### src/rtl/hilbert_mac_sequencer.sv
// Control sequencer for a time-multiplexed antisymmetric (Hilbert) FIR: shift the delay line,
// walk the nonzero tap pairs through one shared MAC, wait for the MAC pipeline, strobe the output.
module hilbert_mac_sequencer #(
  parameter int unsigned TAPS    = 31,
  parameter int unsigned MAC_LAT = 2,
  localparam int unsigned C      = (TAPS - 1) / 2,
  localparam int unsigned P      = (C + 1) / 2,
  localparam int unsigned AW     = $clog2(TAPS),
  localparam int unsigned CW     = (P > 1) ? $clog2(P) : 1
) (
  input  logic          clk,
  input  logic          RST_n,
  input  logic          sample_valid,
  output logic          shift_en,
  output logic          acc_clr,
  output logic          acc_en,
  output logic [AW-1:0] tap_a,
  output logic [AW-1:0] tap_b,
  output logic [CW-1:0] coef_addr,
  output logic          out_en,
  output logic          ready,
  output logic          overrun
);

  localparam int unsigned DW = (MAC_LAT > 0) ? $clog2(MAC_LAT + 1) : 1;

  typedef enum logic [2:0] {
    IDLE  = 3'd0,
    SHIFT = 3'd1,
    MAC   = 3'd2,
    DRAIN = 3'd3,
    DONE  = 3'd4
  } state_t;

  state_t        state_q, state_d;
  logic [CW-1:0] k_q, k_d;
  logic [DW-1:0] drain_q, drain_d;

  logic          shift_en_q, shift_en_d;
  logic          acc_en_q, acc_en_d;
  logic [AW-1:0] tap_a_q, tap_a_d;
  logic [AW-1:0] tap_b_q, tap_b_d;
  logic [CW-1:0] coef_addr_q, coef_addr_d;
  logic          out_en_q, out_en_d;
  logic          overrun_q, overrun_d;
  logic          busy;

  always_ff @(posedge clk or negedge RST_n) begin
    if (!RST_n) begin
      state_q <= IDLE;
      k_q     <= '0;
      drain_q <= '0;
    end else begin
      state_q <= state_d;
      k_q     <= k_d;
      drain_q <= drain_d;
    end
  end

  // Next state, counters, and the next-cycle output image (decoded from next state).
  always_comb begin
    state_d     = state_q;
    k_d         = k_q;
    drain_d     = drain_q;
    shift_en_d  = 1'b0;
    acc_en_d    = 1'b0;
    tap_a_d     = '0;
    tap_b_d     = '0;
    coef_addr_d = '0;
    out_en_d    = 1'b0;

    unique case (state_q)
      IDLE: begin
        if (sample_valid) state_d = SHIFT;
      end
      SHIFT: begin
        state_d = MAC;
        k_d     = '0;
        drain_d = '0;
      end
      MAC: begin
        if (k_q == CW'(P - 1)) begin
          state_d = (MAC_LAT == 0) ? DONE : DRAIN;
        end else begin
          k_d = k_q + CW'(1);
        end
      end
      DRAIN: begin
        if (drain_q == DW'(MAC_LAT - 1)) begin
          state_d = DONE;
        end else begin
          drain_d = drain_q + DW'(1);
        end
      end
      DONE: begin
        state_d = sample_valid ? SHIFT : IDLE;
      end
      default: state_d = IDLE;
    endcase

    shift_en_d = (state_d == SHIFT);
    out_en_d   = (state_d == DONE);
    if (state_d == MAC) begin
      acc_en_d    = 1'b1;
      tap_a_d     = AW'(k_d) << 1;
      tap_b_d     = AW'(TAPS - 1) - tap_a_d;
      coef_addr_d = k_d;
    end
  end

  assign busy      = (state_q == SHIFT) || (state_q == MAC) || (state_q == DRAIN);
  assign overrun_d = sample_valid && busy;

  always_ff @(posedge clk or negedge RST_n) begin
    if (!RST_n) begin
      shift_en_q  <= 1'b0;
      acc_en_q    <= 1'b0;
      tap_a_q     <= '0;
      tap_b_q     <= '0;
      coef_addr_q <= '0;
      out_en_q    <= 1'b0;
      overrun_q   <= 1'b0;
    end else begin
      shift_en_q  <= shift_en_d;
      acc_en_q    <= acc_en_d;
      tap_a_q     <= tap_a_d;
      tap_b_q     <= tap_b_d;
      coef_addr_q <= coef_addr_d;
      out_en_q    <= out_en_d;
      overrun_q   <= overrun_d;
    end
  end

  assign shift_en  = shift_en_q;
  assign acc_clr   = shift_en_q;
  assign acc_en    = acc_en_q;
  assign tap_a     = tap_a_q;
  assign tap_b     = tap_b_q;
  assign coef_addr = coef_addr_q;
  assign out_en    = out_en_q;
  assign overrun   = overrun_q;
  assign ready     = (state_q == IDLE) || (state_q == DONE);

endmodule
### config.mk
export PLATFORM = sky130hd
export DESIGN_NAME = hilbert_mac_sequencer
export DESIGN_NICKNAME = d
export VERILOG_FILES = /design/src/rtl/hilbert_mac_sequencer.sv
export SDC_FILE = /design/constraint.sdc
export NUM_CORES = 1
export LEC_CHECK = 0
export CORE_MARGIN = 3
export CORE_UTILIZATION = 50
export CTS_CLUSTER_DIAMETER = 60
export DETAILED_ROUTE_END_ITERATION = 12
export PLACE_DENSITY = 0.81
export SETUP_SLACK_MARGIN = 0.5
export SLEW_MARGIN = 15
export SYNTH_ARGS = -nofsm -noshare
export SYNTH_HDL_FRONTEND = slang
export SYNTH_SLANG_ARGS = --single-unit
### constraint.sdc
create_clock -name clk -period 3 [get_ports clk]
set_input_delay 0.6 -clock clk [delete_from_list [all_inputs] [get_ports clk]]
set_output_delay 0.6 -clock clk [all_outputs]
set_load 0.03 [all_outputs]
==> out/results.tsv, run 1 <==
stage	metric	value	unit
run_status	status	completed	
sta	timing.final.crit_period	2.04	ns
clock_tree	cts_htree_levels	1	
sta	rsz0062_at_grt	no	
sta	holdWs	0.540	ns
setup_path	startpoint	state_q[0]$_DFF_PN0_	
yosys	synth_most_common_cell	dfrtp_1	
yosys	synth-seq-area-share	54.1	%
yosys	ys_types	27	
clock_tree	clockBufferDepth	2	
grt	grt_usage	15.7	%
route	wl_met3	77	um
placement	post-dp-hpwl	974	um
grt	grt_pass1_wl	2420	um
route	wl	1340	um
setup_path	end_kind	primary output	
route	drc	0	
clock_tree	clkLatencyLatePin	0.29	ns
route	ant_nets	0	
pwr	ir_worst_vdd	630	uV
floorplanning	core_area	0.00154	mm2
route	wl_met1	554	um
floorplanning	ios	22	
sta	setup_ws	0.964	ns
yosys	synth-seq-cells	18	
sta	setup_viol	0	
sta	tns	0	ns
clock_tree	cts_setup_buffers	0	
cells_and_area	multi_input_area	309	um2
cells_and_area	fill_cells	132	
floorplanning	die_x	46.8	um
yosys	synthArstFlopShare	100	%
cells_and_area	drive_gt1_share	4.35	%
setup_path	cp-start-kind	flip-flop	
yosys	yosysTopAreaCellShare	54.1	%
worst_hold_path	min_from	k_q[0]$_DFF_PN0_	
yosys	synth_top_area_cell	dfrtp_1	
sta	tightest_slew	0.760	ns
yosys	synthFlopType	dfrtp_1	
cells_and_area	antenna_cells	0	
cells_and_area	area_growth_syn_to_layout	19.1	%
route	top_layer	met4	
pwr	p_leak	0.484	nW
clock_tree	clock_sinks	18	
clock_tree	cts_tree	yes	
yosys	netlist_instances	80	
grt	grt_max_degree	19	
route	viasPerCell	5.45	
route	dr.pass1.iters	4	
sta	max_freq	491	MHz
setup_path	ff2ff_setup_slack	1.59	ns
cells_and_area	nets	99	
yosys	synthesis.area	833	um2
setup_path	crit_type	reg -> out	
sta	max_slew_margin	49.2	%
setup_path	worstPathArrival	1.44	ns
clock_tree	cts_root_buffer	clkbuf_4	
yosys	synth-edff-count	0	
sta	skew	0.00235	ns
route	via_count	589	
yosys	syn_avg_cell_area	10.4	um2
setup_path	crit_required	2.40	ns
route	drt_iter0_drc	10	
sta	hold_violations	0	
floorplanning	die_y	46.8	um
yosys	synth_warnings	0	
sta	fin_crit_sh	67.9	%
floorplanning	die_area	0.00219	mm2
worst_hold_path	min_delay_path_depth	1	
clock_tree	cts_buffers	3	
yosys	synth_area_leaders	dfrtp_1 (54%), buf_4 (7.2%), nand3_1 (3.6%), nand2_1 (3.6%), ha_1 (3.0%)	
setup_path	timing.rr.start	drain_q[0]$_DFFE_PN0P_	
placement	dp_worst_setup_slack	0.899	ns
pwr	p_per_area	1210	mW/mm2
grt	grt_pass1_vias	560	
cells_and_area	ff_latch_area	450	um2
setup_path	cp_max_fo	12	
setup_path	reg2reg_depth	3	
clock_tree	clk_pin_slew	0.09	ns
sta	final-max-slew-violation-count	0	
yosys	ys_top_cells_by_count	dfrtp_1 (18), buf_4 (8), nand2_1 (8)	
route	wl_per_cell	12.4	um
grt	gr-total-overflow	0	
placement	io_buffers	18	
placement	gp_congestion	0.821	
worst_hold_path	min_to	coef_addr[0]$_DFF_PN0_	
floorplanning	start_util	54.1	%
flow_run	max_cap_violations	0	
grt	antenna_found_initial	0	
floorplanning	rows	14	
route	routed-wl-met2	665	um
setup_path	r2r_end	drain_q[0]$_DFFE_PN0P_	
worst_hold_path	min_path_type	reg -> reg	
-- sequential cells by signal, indices dropped and copies added (netlist names) --
register / flops
drain_q: 2
state_q: 3
k_q: 3
tap_b: 3
overrun: 1
out_en: 1
acc_clr: 1
acc_en: 1
coef_addr: 3
-- cell families after synthesis --
logic type               synth area share (%)
other                                   0.450
adder cells (fa/ha/maj)                  3.00
flip-flops                               54.1
AND/OR/NAND/NOR                          22.5
XOR/XNOR                                 1.05
multiplexers                             1.20
AO/OA/AOI/OAI                            7.96
buffers and inverters                    9.76
-- placed cells by master, fill, tap and decap left out, types with 3 or more instances in the layout --
| master | n |
|---|---|
| nor2_1 | 3 |
| nand2_1 | 8 |
| conb_1 | 3 |
| and3_1 | 3 |
| clkbuf_4 | 3 |
| o21ai_0 | 3 |
| nand3_1 | 6 |
| a21oi_1 | 4 |
| clkdlybuf4s50_1 | 17 |
| dfrtp_1 | 18 |
-- cell type report --
type | instances | share of cell area, %
Clock buffer | 3 | 2.27
Inverter | 2 | 0.757
Multi-Input combinational cell | 51 | 31.1
Sequential cell | 18 | 45.4
Tap cell | 16 | 2.02
Timing Repair Buffer | 18 | 18.4
-- worst max-delay path, stage by stage, from the launching register on --
cell and delay, ns:
dfrtp_1 0.50, nor2_1 0.30, dlymetal6s2s_1 0.34
-- power by group --
group	internal, W	total [W]	leakage, nW	switching, W
Combinational	0.000283	0.000651	0.246	0.000367
Sequential	0.000343	0.000431	0.225	0.0000882
Clock	0.0000467	0.000115	0.0138	0.0000685
-- metal layers --
| metal | track usage [%] | vias up |
|---|---|---|
| met4 | 9.94 | 0 |
| met5 | 0 | - |
| li1 | - | 285 |
| met3 | 2.30 | 5 |
| met1 | 19.1 | 277 |
| met2 | 26.0 | 22 |
-- worst max-delay path by stage --
| stage | end | slack (ns) |
|---|---|---|
| floorplan | ready | 1.35 |
| global placement | ready | 0.93 |
| detailed placement | ready | 0.90 |
| CTS | ready | 0.55 |
| global route | ready | 0.85 |
| finish | ready | 0.96 |
-- per-stage QoR --
stage | utilization [%] | total power [W] | instance area [um2] | instances
5_1_grt | 64.4 | 0.00130 | 992 | 108
6_report | 64.4 | 0.00120 | 992 | 108
3_3_place_gp | 62.7 | 0.00108 | 967 | 105
2_1_floorplan | - | 0.000906 | 841 | 82
3_5_place_dp | 62.7 | 0.00109 | 967 | 105
4_1_cts | 64.2 | 0.00121 | 990 | 108
-- timing repair --
| action | in CTS | in global routing |
|---|---|---|
| endpoints found under the setup margin | 0 | 1 |
| resized for setup | 0 | 1 |
| endpoints found under the hold margin | 0 | 0 |
| hold buffers | 0 | 0 |
(Power assumes the default switching activity.)
==> run 2: changes to the inputs <==
Settings changed: CORE_UTILIZATION 50 to 46, PLACE_DENSITY 0.81 to 0.75.
Clock period 3 ns to 1.9 ns, I/O delays scaled along.
==> run 2 against run 1 <==
Effect of this change:
- register-to-register slack worse by 1.1 ns
- sequential share of layout area is 2.5 points lower
- non-clock buffer count up 4
- clock skew hardly changed
- hold slack worse by 0.14 ns
- count of clock-buffer cells in the layout is the same
- sequential cell count stayed put
- global-route usage down 0.14 points
- sequential power up 53%
- wire length up 16%
- first-iteration DRC count is 70% lower
==> out/results.tsv, run 2 (synthesis results as in run 1) <==
stage	metric	value	unit	change
run_status	status	completed		unchanged
worst_hold_path	min_path_type	in -> async		was reg -> reg
cells_and_area	final_common_cell	dfrtp_1		unchanged
clock_tree	clk_pin_slew	0.09	ns	about the same
cells_and_area	area_growth_syn_to_layout	26.3	%	was 19.1%
floorplanning	core_area	0.00161	mm2	was 0.00154 mm2
setup_path	critical_path.top_delay_family	flip-flops		unchanged
cells_and_area	layout_common_cells	dfrtp_1 (17), clkdlybuf4s15_2 (12), nand2_1 (8)		was dfrtp_1 (18), clkdlybuf4s50_1 (17), nand2_1 (8)
grt	grt_pass1_wl	2790	um	was 2420 um
setup_path	r2r_end	drain_q[0]$_DFFE_PN0P_		unchanged
sta	timing.final.crit_period	1.39	ns	
route	via_count	622		was 589
grt	grt_max_degree	19		unchanged
setup_path	crit_required	1.52	ns	was 2.40 ns
sta	max_freq	719	MHz	
pwr	p_total	0.00196	W	was 0.00120 W
setup_path	cp_max_fo	5		was 12
pwr	p_leak	0.506	nW	was 0.484 nW
sta	skew	0.00215	ns	was 0.00235 ns
setup_path	ff2ff_setup_slack	0.52	ns	was 1.59 ns
grt	antenna_found_initial	0		unchanged
pwr	p_per_area	1860	mW/mm2	was 1210 mW/mm2
placement	post-dp-hpwl	1130	um	was 974 um
clock_tree	cts_htree_levels	1		unchanged
floorplanning	ios	22		unchanged
setup_path	reg2reg_depth	3		unchanged
route	wl_per_cell	12.9	um	was 12.4 um
clock_tree	clock_sinks	18		unchanged
cells_and_area	multi_input_area	329	um2	was 309 um2
floorplanning	die_area	0.00236	mm2	was 0.00219 mm2
setup_path	worstPathArrival	1.01	ns	was 1.44 ns
setup_path	crit_chain	nor2_4, buf_6		was nor2_1, dlymetal6s2s_1
setup_path	cp_num_buf_inv	1		unchanged
route	drc	0		unchanged
sta	holdWs	0.405	ns	was 0.540 ns
placement	gp_congestion	0.777		was 0.821
flow_run	max_cap_violations	0		unchanged
cells_and_area	nets	103		was 99
sta	hold_violations	0		unchanged
route	dr.pass1.iters	4		unchanged
setup_path	startpoint	state_q[0]$_DFF_PN0_		unchanged
sta	rsz0062_at_grt	yes		was no
grt	grt_usage	15.6	%	was 15.7%
sta	tns	0	ns	unchanged
cells_and_area	antenna_cells	0		unchanged
route	drt_iter0_drc	3		was 10
setup_path	slowest_stage	dfrtp_1		unchanged
route	viasPerCell	5.18		was 5.45
clock_tree	clockBufferDepth	2		unchanged
grt	grt_pass1_vias	597		was 560
sta	setup_viol	0		unchanged
setup_path	crit_type	reg -> out		unchanged
grt	gr-total-overflow	0		unchanged
setup_path	cp_slowest_stage_delay	0.42	ns	was 0.50 ns
clock_tree	cts_buffers	3		unchanged
clock_tree	cts_root_buffer	clkbuf_4		unchanged
cells_and_area	drive_gt1_share	30.2	%	was 4.35%
floorplanning	die_y	48.6	um	was 46.8 um
floorplanning	rows	14		unchanged
setup_path	end_kind	primary output		unchanged
placement	io_buffers	18		unchanged
clock_tree	cts_tree	yes		unchanged
setup_path	cp-start-kind	flip-flop		unchanged
floorplanning	start_util	51.7	%	was 54.1%
sta	fin_crit_sh	73.2	%	
clock_tree	clkLatencyLatePin	0.29	ns	about the same
cells_and_area	fill_cells	132		unchanged
floorplanning	die_x	48.6	um	was 46.8 um
pwr	ir_worst_vdd	884	uV	was 630 uV
cells_and_area	ff_latch_area	452	um2	was 450 um2
sta	final-max-slew-violation-count	0		unchanged
route	wl	1550	um	was 1340 um
route	ant_nets	0		unchanged
setup_path	timing.rr.start	state_q[2]$_DFF_PN0_		was drain_q[0]$_DFFE_PN0P_
run 2: worst max path at each step:
stage	to	slack (ns)	cells after the start
after detailed placement	ready	0.23	2
after global routing	ready	0.43	2
after CTS	ready	0.47	2
after global placement	ready	0.26	2
final	ready	0.51	2
after floorplan	drain_q[0]$_DFFE_PN0P_	0.60	3
run 2: metal layers:
metal / vias up / track usage [%] / part of all wire [%]
li1: 297 / - / -
met1: 297 / 17.7 / 39
met2: 26 / 26.6 / 52
met3: 2 / 6.13 / 7.9
met4: 0 / 5.69 / 0.84
met5: - / 0 / 0
run 2: timing repair:
item | in CTS | in global routing
hold buffers | 0 | 0
buffers inserted | 0 | 1
pin swaps | 0 | 1
resized for setup | 53 | 5
endpoints found under the setup margin | 17 | 6
run 2: layout make-up:
class | count | area share [%]
clock buffers | 3 | 2.14
repair buffers | 22 | 20.1
multi-input cells | 51 | 31.3
flip-flops and latches | 18 | 42.9
inverters | 2 | 0.713
well taps | 24 | 2.85
run 2: through the flow:
step                      cells  instance area (um2)  worst slack [ns]  utilization (%)
after floorplan              82                  843             0.596                -
after global placement      116                 1000             0.262             62.2
after detailed placement    116                 1000             0.232             62.2
after CTS                   119                 1050             0.473             65.3
after global routing        120                 1050             0.432             65.3
final                       120                 1050             0.509             65.3
run 2: worst reg2reg max path, delay by kind of cell, from the launching register on:
family	cells	cell delay (ns)
DFF	1	0.50
and+or+nand+nor	3	0.81
run 2: power breakdown:
part / switching (W) / internal [W] / leakage, nW
Sequential: 0.000118 / 0.000543 / 0.223
Clock: 0.000109 / 0.0000737 / 0.0138
Combinational: 0.000652 / 0.000459 / 0.269
